## config.mk

```make
export PLATFORM = sky130hd
export DESIGN_NAME = booth_seq_multiplier_flat
export DESIGN_NICKNAME = d
export VERILOG_FILES = /design/src/rtl/booth_seq_multiplier_if.sv /design/src/rtl/booth_seq_multiplier.sv /design/src/flat_wrapper.sv
export SDC_FILE = /design/constraint.sdc
export NUM_CORES = 1
export LEC_CHECK = 0
export CAP_MARGIN = 20
export CORE_UTILIZATION = 40
export CTS_CLUSTER_SIZE = 40
export DETAILED_ROUTE_END_ITERATION = 12
export GPL_ROUTABILITY_DRIVEN = 0
export PLACE_DENSITY = 0.64
export SLEW_MARGIN = 20
export SYNTH_ARGS = -nofsm -noshare
export SYNTH_HDL_FRONTEND = slang
export SYNTH_SLANG_ARGS = --single-unit
```

## constraint.sdc

```tcl
create_clock -name clk -period 8.7 [get_ports clk]
set_clock_uncertainty 0.15 [all_clocks]
set_input_delay 1.74 -clock clk [delete_from_list [all_inputs] [get_ports clk]]
set_output_delay 1.74 -clock clk [all_outputs]
set_load 0.02 [all_outputs]
```

## src/rtl/booth_seq_multiplier_if.sv

```systemverilog
// ============================================================================
//  Module      : booth_seq_multiplier_if
//  Description : Request/response bundle for the sequential Booth multiplier.
//                master : requester (FC fetch logic / testbench)
//                slave  : booth_seq_multiplier
//  Signals     : start, sgn, M[N], R[N], acc_en, acc_clr  (master -> slave)
//                ready, done, mulResult[2N], acc_out[ACC_W] (slave -> master)
//  Revision    : 1.0  initial release
// ============================================================================
`default_nettype none

interface booth_seq_multiplier_if #(
    parameter int N     = 8,
    parameter int ACC_W = 2*N+8
);
    logic               start;
    logic               sgn;
    logic [N-1:0]       M;
    logic [N-1:0]       R;
    logic               acc_en;
    logic               acc_clr;
    logic               ready;
    logic               done;
    logic [2*N-1:0]     mulResult;
    logic [ACC_W-1:0]   acc_out;

    modport master (
        output start, sgn, M, R, acc_en, acc_clr,
        input  ready, done, mulResult, acc_out
    );

    modport slave (
        input  start, sgn, M, R, acc_en, acc_clr,
        output ready, done, mulResult, acc_out
    );
endinterface

`default_nettype wire

```

## src/rtl/booth_seq_multiplier.sv

```systemverilog
// ============================================================================
//  Module      : booth_seq_multiplier
//  Description : Iterative radix-4 Booth multiplier, signed or unsigned per
//                operation, with start/ready/done handshake and an optional
//                multiply-accumulate register (enabled by defining the macro
//                BOOTH_ACC_EN; without it acc_out is tied to 0).
//  Ports       : clk    - rising-edge clock
//                rst_n  - asynchronous active-low reset
//                bus    - booth_seq_multiplier_if.slave (start, sgn, M, R,
//                         acc_en, acc_clr in; ready, done, mulResult,
//                         acc_out out)
//  Revision    : 1.0  initial release
// ============================================================================
`default_nettype none

module booth_seq_multiplier #(
    parameter int N     = 8,
    parameter int ACC_W = 2*N+8
) (
    input  wire logic               clk,
    input  wire logic               rst_n,
    booth_seq_multiplier_if.slave   bus
);

    // Internal width: at least one spare bit so unsigned operands stay
    // positive when treated as signed, rounded up to even for radix-4.
    localparam int c_W    = (N % 2 == 0) ? N + 2 : N + 1;
    localparam int c_ITER = c_W / 2;
    localparam int c_CW   = $clog2(c_ITER);

    typedef enum logic [1:0] {
        S_IDLE = 2'd0,
        S_RUN  = 2'd1,
        S_DONE = 2'd2
    } state_t;

    state_t             r_state;
    state_t             w_state_next;
    logic               w_ready;
    logic               w_done;
    logic               w_capture;
    logic               w_finish;

    logic [c_CW-1:0]    r_cnt;
    logic [c_W-1:0]     r_m;
    // {upper W bits, multiplier W bits, guard bit}
    logic [2*c_W:0]     r_p;
    logic [2*N-1:0]     r_mul_result;

    logic [c_W-1:0]     w_m_ext;
    logic [c_W-1:0]     w_r_ext;
    logic [c_W+1:0]     w_m_wide;
    logic [c_W+1:0]     w_pp;
    logic [c_W+1:0]     w_sum;
    logic [2*c_W:0]     w_p_next;

    // ------------------------------------------------------------------
    // FSM
    // ------------------------------------------------------------------
    always_ff @(posedge clk or negedge rst_n) begin
        if (!rst_n) begin
            r_state <= S_IDLE;
        end else begin
            r_state <= w_state_next;
        end
    end

    always_comb begin
        w_state_next = r_state;
        w_ready      = 1'b0;
        w_done       = 1'b0;
        case (r_state)
            S_IDLE: begin
                w_ready = 1'b1;
                if (bus.start) begin
                    w_state_next = S_RUN;
                end
            end
            S_RUN: begin
                if (r_cnt == '0) begin
                    w_state_next = S_DONE;
                end
            end
            S_DONE: begin
                w_ready      = 1'b1;
                w_done       = 1'b1;
                w_state_next = bus.start ? S_RUN : S_IDLE;
            end
            default: begin
                w_state_next = S_IDLE;
            end
        endcase
    end

    assign w_capture = w_ready & bus.start;
    assign w_finish  = (r_state == S_RUN) && (r_cnt == '0);

    // ------------------------------------------------------------------
    // Booth datapath
    // ------------------------------------------------------------------
    assign w_m_ext  = {{(c_W-N){bus.sgn & bus.M[N-1]}}, bus.M};
    assign w_r_ext  = {{(c_W-N){bus.sgn & bus.R[N-1]}}, bus.R};
    assign w_m_wide = {{2{r_m[c_W-1]}}, r_m};

    always_comb begin
        w_pp = '0;
        case (r_p[2:0])
            3'b001, 3'b010: w_pp = w_m_wide;
            3'b011:         w_pp = w_m_wide << 1;
            3'b100:         w_pp = -(w_m_wide << 1);
            3'b101, 3'b110: w_pp = -w_m_wide;
            default:        w_pp = '0;
        endcase
    end

    assign w_sum = {{2{r_p[2*c_W]}}, r_p[2*c_W:c_W+1]} + w_pp;

    // Arithmetic shift right by 2: the two bits dropped off the top of the
    // sum are sign copies, so concatenation is enough.
    assign w_p_next = {w_sum, r_p[c_W:2]};

    always_ff @(posedge clk or negedge rst_n) begin
        if (!rst_n) begin
            r_cnt        <= '0;
            r_m          <= '0;
            r_p          <= '0;
            r_mul_result <= '0;
        end else if (w_capture) begin
            r_cnt <= c_CW'(c_ITER - 1);
            r_m   <= w_m_ext;
            r_p   <= {{c_W{1'b0}}, w_r_ext, 1'b0};
        end else if (r_state == S_RUN) begin
            r_p <= w_p_next;
            if (r_cnt != '0) begin
                r_cnt <= r_cnt - c_CW'(1);
            end
            if (w_finish) begin
                r_mul_result <= w_p_next[2*N:1];
            end
        end
    end

    assign bus.ready     = w_ready;
    assign bus.done      = w_done;
    assign bus.mulResult = r_mul_result;

    // ------------------------------------------------------------------
    // Optional multiply-accumulate
    // ------------------------------------------------------------------
`ifdef BOOTH_ACC_EN
    logic               r_sgn;
    logic               r_acc_en;
    logic [ACC_W-1:0]   r_acc;
    logic [ACC_W-1:0]   w_prod_ext;

    if (ACC_W > 2*N) begin : g_prod_ext_wide
        assign w_prod_ext = {{(ACC_W-2*N){r_sgn & w_p_next[2*N]}}, w_p_next[2*N:1]};
    end else begin : g_prod_ext_exact
        assign w_prod_ext = w_p_next[2*N:1];
    end

    always_ff @(posedge clk or negedge rst_n) begin
        if (!rst_n) begin
            r_sgn    <= 1'b0;
            r_acc_en <= 1'b0;
        end else if (w_capture) begin
            r_sgn    <= bus.sgn;
            r_acc_en <= bus.acc_en;
        end
    end

    // Clear is only possible while ready, accumulate only on the RUN->DONE
    // edge, so the two can never collide.
    always_ff @(posedge clk or negedge rst_n) begin
        if (!rst_n) begin
            r_acc <= '0;
        end else if (w_ready && bus.acc_clr) begin
            r_acc <= '0;
        end else if (w_finish && r_acc_en) begin
            r_acc <= r_acc + w_prod_ext;
        end
    end

    assign bus.acc_out = r_acc;
`else
    assign bus.acc_out = '0;
`endif

endmodule

`default_nettype wire

```

## src/flat_wrapper.sv

```systemverilog
// flat-port wrapper written by rule: the top's interface ports become plain ports
module booth_seq_multiplier_flat 
#(
    parameter int N     = 8,
    parameter int ACC_W = 2*N+8
)
  (clk, rst_n, bus_start, bus_sgn, bus_M, bus_R, bus_acc_en, bus_acc_clr, bus_ready, bus_done, bus_mulResult, bus_acc_out);
  booth_seq_multiplier_if #(.N(N), .ACC_W(ACC_W)) bus_i ();
  input  wire logic clk;
  input  wire logic rst_n;
  input wire logic [$bits(bus_i.start)-1:0] bus_start;
  input wire logic [$bits(bus_i.sgn)-1:0] bus_sgn;
  input wire logic [$bits(bus_i.M)-1:0] bus_M;
  input wire logic [$bits(bus_i.R)-1:0] bus_R;
  input wire logic [$bits(bus_i.acc_en)-1:0] bus_acc_en;
  input wire logic [$bits(bus_i.acc_clr)-1:0] bus_acc_clr;
  output wire logic [$bits(bus_i.ready)-1:0] bus_ready;
  output wire logic [$bits(bus_i.done)-1:0] bus_done;
  output wire logic [$bits(bus_i.mulResult)-1:0] bus_mulResult;
  output wire logic [$bits(bus_i.acc_out)-1:0] bus_acc_out;
  assign bus_i.start = bus_start;
  assign bus_i.sgn = bus_sgn;
  assign bus_i.M = bus_M;
  assign bus_i.R = bus_R;
  assign bus_i.acc_en = bus_acc_en;
  assign bus_i.acc_clr = bus_acc_clr;
  assign bus_ready = bus_i.ready;
  assign bus_done = bus_i.done;
  assign bus_mulResult = bus_i.mulResult;
  assign bus_acc_out = bus_i.acc_out;
  booth_seq_multiplier #(.N(N), .ACC_W(ACC_W)) u_core (.clk(clk), .rst_n(rst_n), .bus(bus_i));
endmodule
```

==> results.yml <==
outcome:
  status: "completed"
cts:
  postCtsResizedCells: 0
  cts_tree: "yes"
  clock_latency_ns: 0.30
  postCtsHoldBufs: 0
  cts_inserted_buffers: 5
  cts_setup_buffers: 0
  clk_pin_slew_ns: 0.09
  clockBufferDepth: 2
  cts_sinks: 51
  root_buffer: "clkbuf_8"
  htree_num_levels: 2
setup_path:
  worstPathCellList: "clkinv_1 -> nor2_1 -> a21oi_1 -> o22ai_1 -> ha_1 -> a211oi_1 -> o21bai_1 -> o41ai_1 -> a31oi_1 -> xnor2_1 -> or3_1 -> nand3_1"
  cpMaxStageDelayCell: "dfrtp_1"
  crit_fanout: 24
  crit_arrival_ns: 4.39
  cp.buffers_inverters: 1
  startpoint_type: "register"
  cpLargestDelayFamily: "compound AO/OA/AOI/OAI gates"
  cp.required_ns: 8.80
  critPathMaxStageDelay_ns: 0.84
  end_kind: "register"
  worstSetupPathType: "register to register"
global_route:
  grt_max_degree: 52
  antenna_found_initial: 0
  grt_first_pass_wirelength_mm: 11.92
  grt_pass1_vias: 2507
  overflow: 0
  grt_use_total_pct: 17.39
pwr:
  p_seq_share_pct: 28.0
  internal_power_w: 0.0009753
  pwr-share-comb_pct: 63.2
  power.density_nw_per_um2: 491.6
  p_sw_w: 0.0008474
  vdd_drop_max_v: 0.0001998
  leakage_nw: 1.657
  clkPwrFrac_pct: 8.9
  swShare_pct: 46.49
die:
  dieHeight_um: 92.44
  die_x_um: 92.44
  boundaryPins: 64
  rows: 32
  fp.coreArea_um2: 7807
  initial_core_util_pct: 41.91
  dieArea_um2: 8545
cells_and_area:
  drive_above_1_share_pct: 8.081
  fin_nets: 433
  layout_commonest_cell: "nand2_1"
  num-fill-cells: 743
  layout_common_cells: "nand2_1 (68), dfrtp_1 (51), clkdlybuf4s50_1 (36)"
  area_growth_pct: 13.31
  fin_cells: 498
  num_antenna_cells: 0
logic_synthesis:
  synth_xor_xnor_area_share_pct: 5.086
  synth_flop_cell: "dfrtp_1"
  synthCells: 369
  synth_largest_area_cell: "dfrtp_1"
  synth_top_family_by_area: "simple AND/OR/NAND/NOR gates"
  synth_top_area_share_pct: 39.01
  yosys_warnings: 0
  synthSimpleGateAreaFrac_pct: 17.93
  synth-edff-count: 0
  ys_seq_elements: 51
  synthAdderAreaFrac_pct: 5.966
  synth_compound_area_share_pct: 16.48
  synthesis.area_um2: 3272
  syn_area_per_cell_um2: 8.867
  synthMuxAreaShare_pct: 6.080
  async_reset_ff_share_pct: 100.0
  ys_seq_area_share_pct: 39.01
  synth.area.top_cells: "dfrtp_1 (39%), nand2_1 (7.8%), buf_4 (5.5%), ha_1 (5.4%), mux2_2 (5.2%)"
  synth_cell_type_count: 48
timing:
  worstMarginPinSlew_ns: 0.8870
  maxSlewViolCount: 0
  period_share_pct: 49.31
  tns_ns: 0
  min_period_ns: 4.290
  setup_viol: 0
  max_clock_freq_mhz: 233.1
  hold_viol_final: 0
  maxSlewHeadroom_pct: 40.81
  grt_setup_unrepaired: "no"
detailed_routing:
  met1_length_mm: 3.318
  initialDrtViolationCount: 165
  drtPass1Iterations: 4
  ant_nets: 0
  viasPerCell: 5.235
  post_drt_wl_per_cell_um: 13.81
  routed.top_layer: "met4"
  wl_met2_mm: 3.160
  wl_met3_um: 302
  via_count: 2607
  totalWireLength_mm: 6.875
  drc: 0
place:
  port_buffers: 37
  dp_hpwl_mm: 4.964
  dp.cells: 491
worst_hold_path:
  holdCritPathClass: "register to register"
run:
  drv_cap: 0
==> final cells by class <==
cell class / instances / area, um^2 / area share [%]
Clock buffer: 6 / 72.57 / 1.957
Timing Repair Buffer: 40 / 387.9 / 10.46
Clock inverter: 1 / 30.03 / 0.8100
Tap cell: 102 / 127.6 / 3.442
Sequential cell: 51 / 1276 / 34.42
Inverter: 9 / 33.78 / 0.9112
Multi-Input combinational cell: 289 / 1779 / 47.99
==> power by group through the flow <==
| stage | sequential (W) | combinational (W) | clock [W] |
|---|---|---|---|
| after floorplan | 0.000482 | 0.000904 | 0 |
| after global placement | 0.000510 | 0.00113 | 0 |
| after detailed placement | 0.000513 | 0.00115 | 0 |
| after CTS | 0.000510 | 0.00116 | 0.000165 |
| after global routing | 0.000535 | 0.00129 | 0.000172 |
| final | 0.000510 | 0.00115 | 0.000161 |
==> layer usage <==
layer  track usage [%]  up-vias
li1                  -     1286
met1             23.72     1240
met2             28.46       72
met3             2.545        9
met4             5.339        0
met5                 0        -
==> stage by stage <==
step / hold slack (ns) / total power (W) / setup WS [ns] / utilization [%] / cell area, um^2
final: 0.3413 / 0.001823 / 4.410 / 47.48 / 3707
after global routing: 0.3748 / 0.002001 / 4.130 / 47.48 / 3707
after CTS: 0.3466 / 0.001831 / 4.473 / 47.45 / 3705
after detailed placement: 0.3281 / 0.001663 / 4.533 / 46.14 / 3602
after global placement: 0.3229 / 0.001641 / 4.514 / 46.14 / 3602
after floorplan: 0.3063 / 0.001385 / 5.332 / - / 3358
==> synth_stat cells (all sizes together) (2+ instances only) <==
master and count:
a211oi 3, nor2 27, nand3 11, o21ai 21
mux2 15, nor3 4, nand2b 3, inv 8
ha 14, clkbuf 12, a21oi 18, o41ai 2
a211o 3, dfrtp 51, mux2i 3, or3 5
o211ai 5, a22oi 4, buf 31, nor4 3
xor2 7, a21o 3, a31oi 10, nand2 68
xnor2 12, o22ai 2, a22o 6, a221oi 2
nor2b 3
==> flip-flops by register name, indices dropped and copies added (netlist names) <==
signal and flops:
u_core.r_p 21, u_core.bus.mulResult 16, u_core.r_m 9, u_core.r_cnt 3, u_core.r_state 2
==> path summary, 6_finish.rpt <==
| path | slack (ns) | cells after the start | end | start |
|---|---|---|---|---|
| min in group asynchronous | 1.38 | 2 | u_core.bus.mulResult[13]$_DFFE_PN0P_ | rst_n |
| worst max register to register | 4.41 | 12 | u_core.r_p[20]$_DFFE_PN0P_ | u_core.r_p[0]$_DFFE_PN0P_ |
| worst max-delay path | 4.41 | 12 | u_core.r_p[20]$_DFFE_PN0P_ | u_core.r_p[0]$_DFFE_PN0P_ |
| max in group asynchronous | 6.59 | 2 | u_core.r_cnt[1]$_DFFE_PN0P_ | rst_n |
| worst min-delay path | 0.34 | 2 | u_core.r_p[16]$_DFFE_PN0P_ | u_core.r_p[16]$_DFFE_PN0P_ |
| worst min register to register | 0.34 | 2 | u_core.r_p[16]$_DFFE_PN0P_ | u_core.r_p[16]$_DFFE_PN0P_ |
==> cell families after synthesis <==
family / count (synthesis)
AO/OA/AOI/OAI: 84
XOR/XNOR: 19
adder cells (fa/ha/maj): 15
buffers and inverters: 52
flip-flops: 51
multiplexers: 18
other: 1
AND/OR/NAND/NOR: 129
==> worst register-to-register path, cell delays in order (launching register included) <==
cell	delay, ns
dfrtp_1	0.84
clkinv_1	0.52
nor2_1	0.38
a21oi_1	0.13
o22ai_1	0.29
ha_1	0.30
a211oi_1	0.20
o21bai_1	0.15
o41ai_1	0.53
a31oi_1	0.17
xnor2_1	0.18
or3_1	0.31
nand3_1	0.08
No activity file was read; power rests on OpenSTA's default activity.
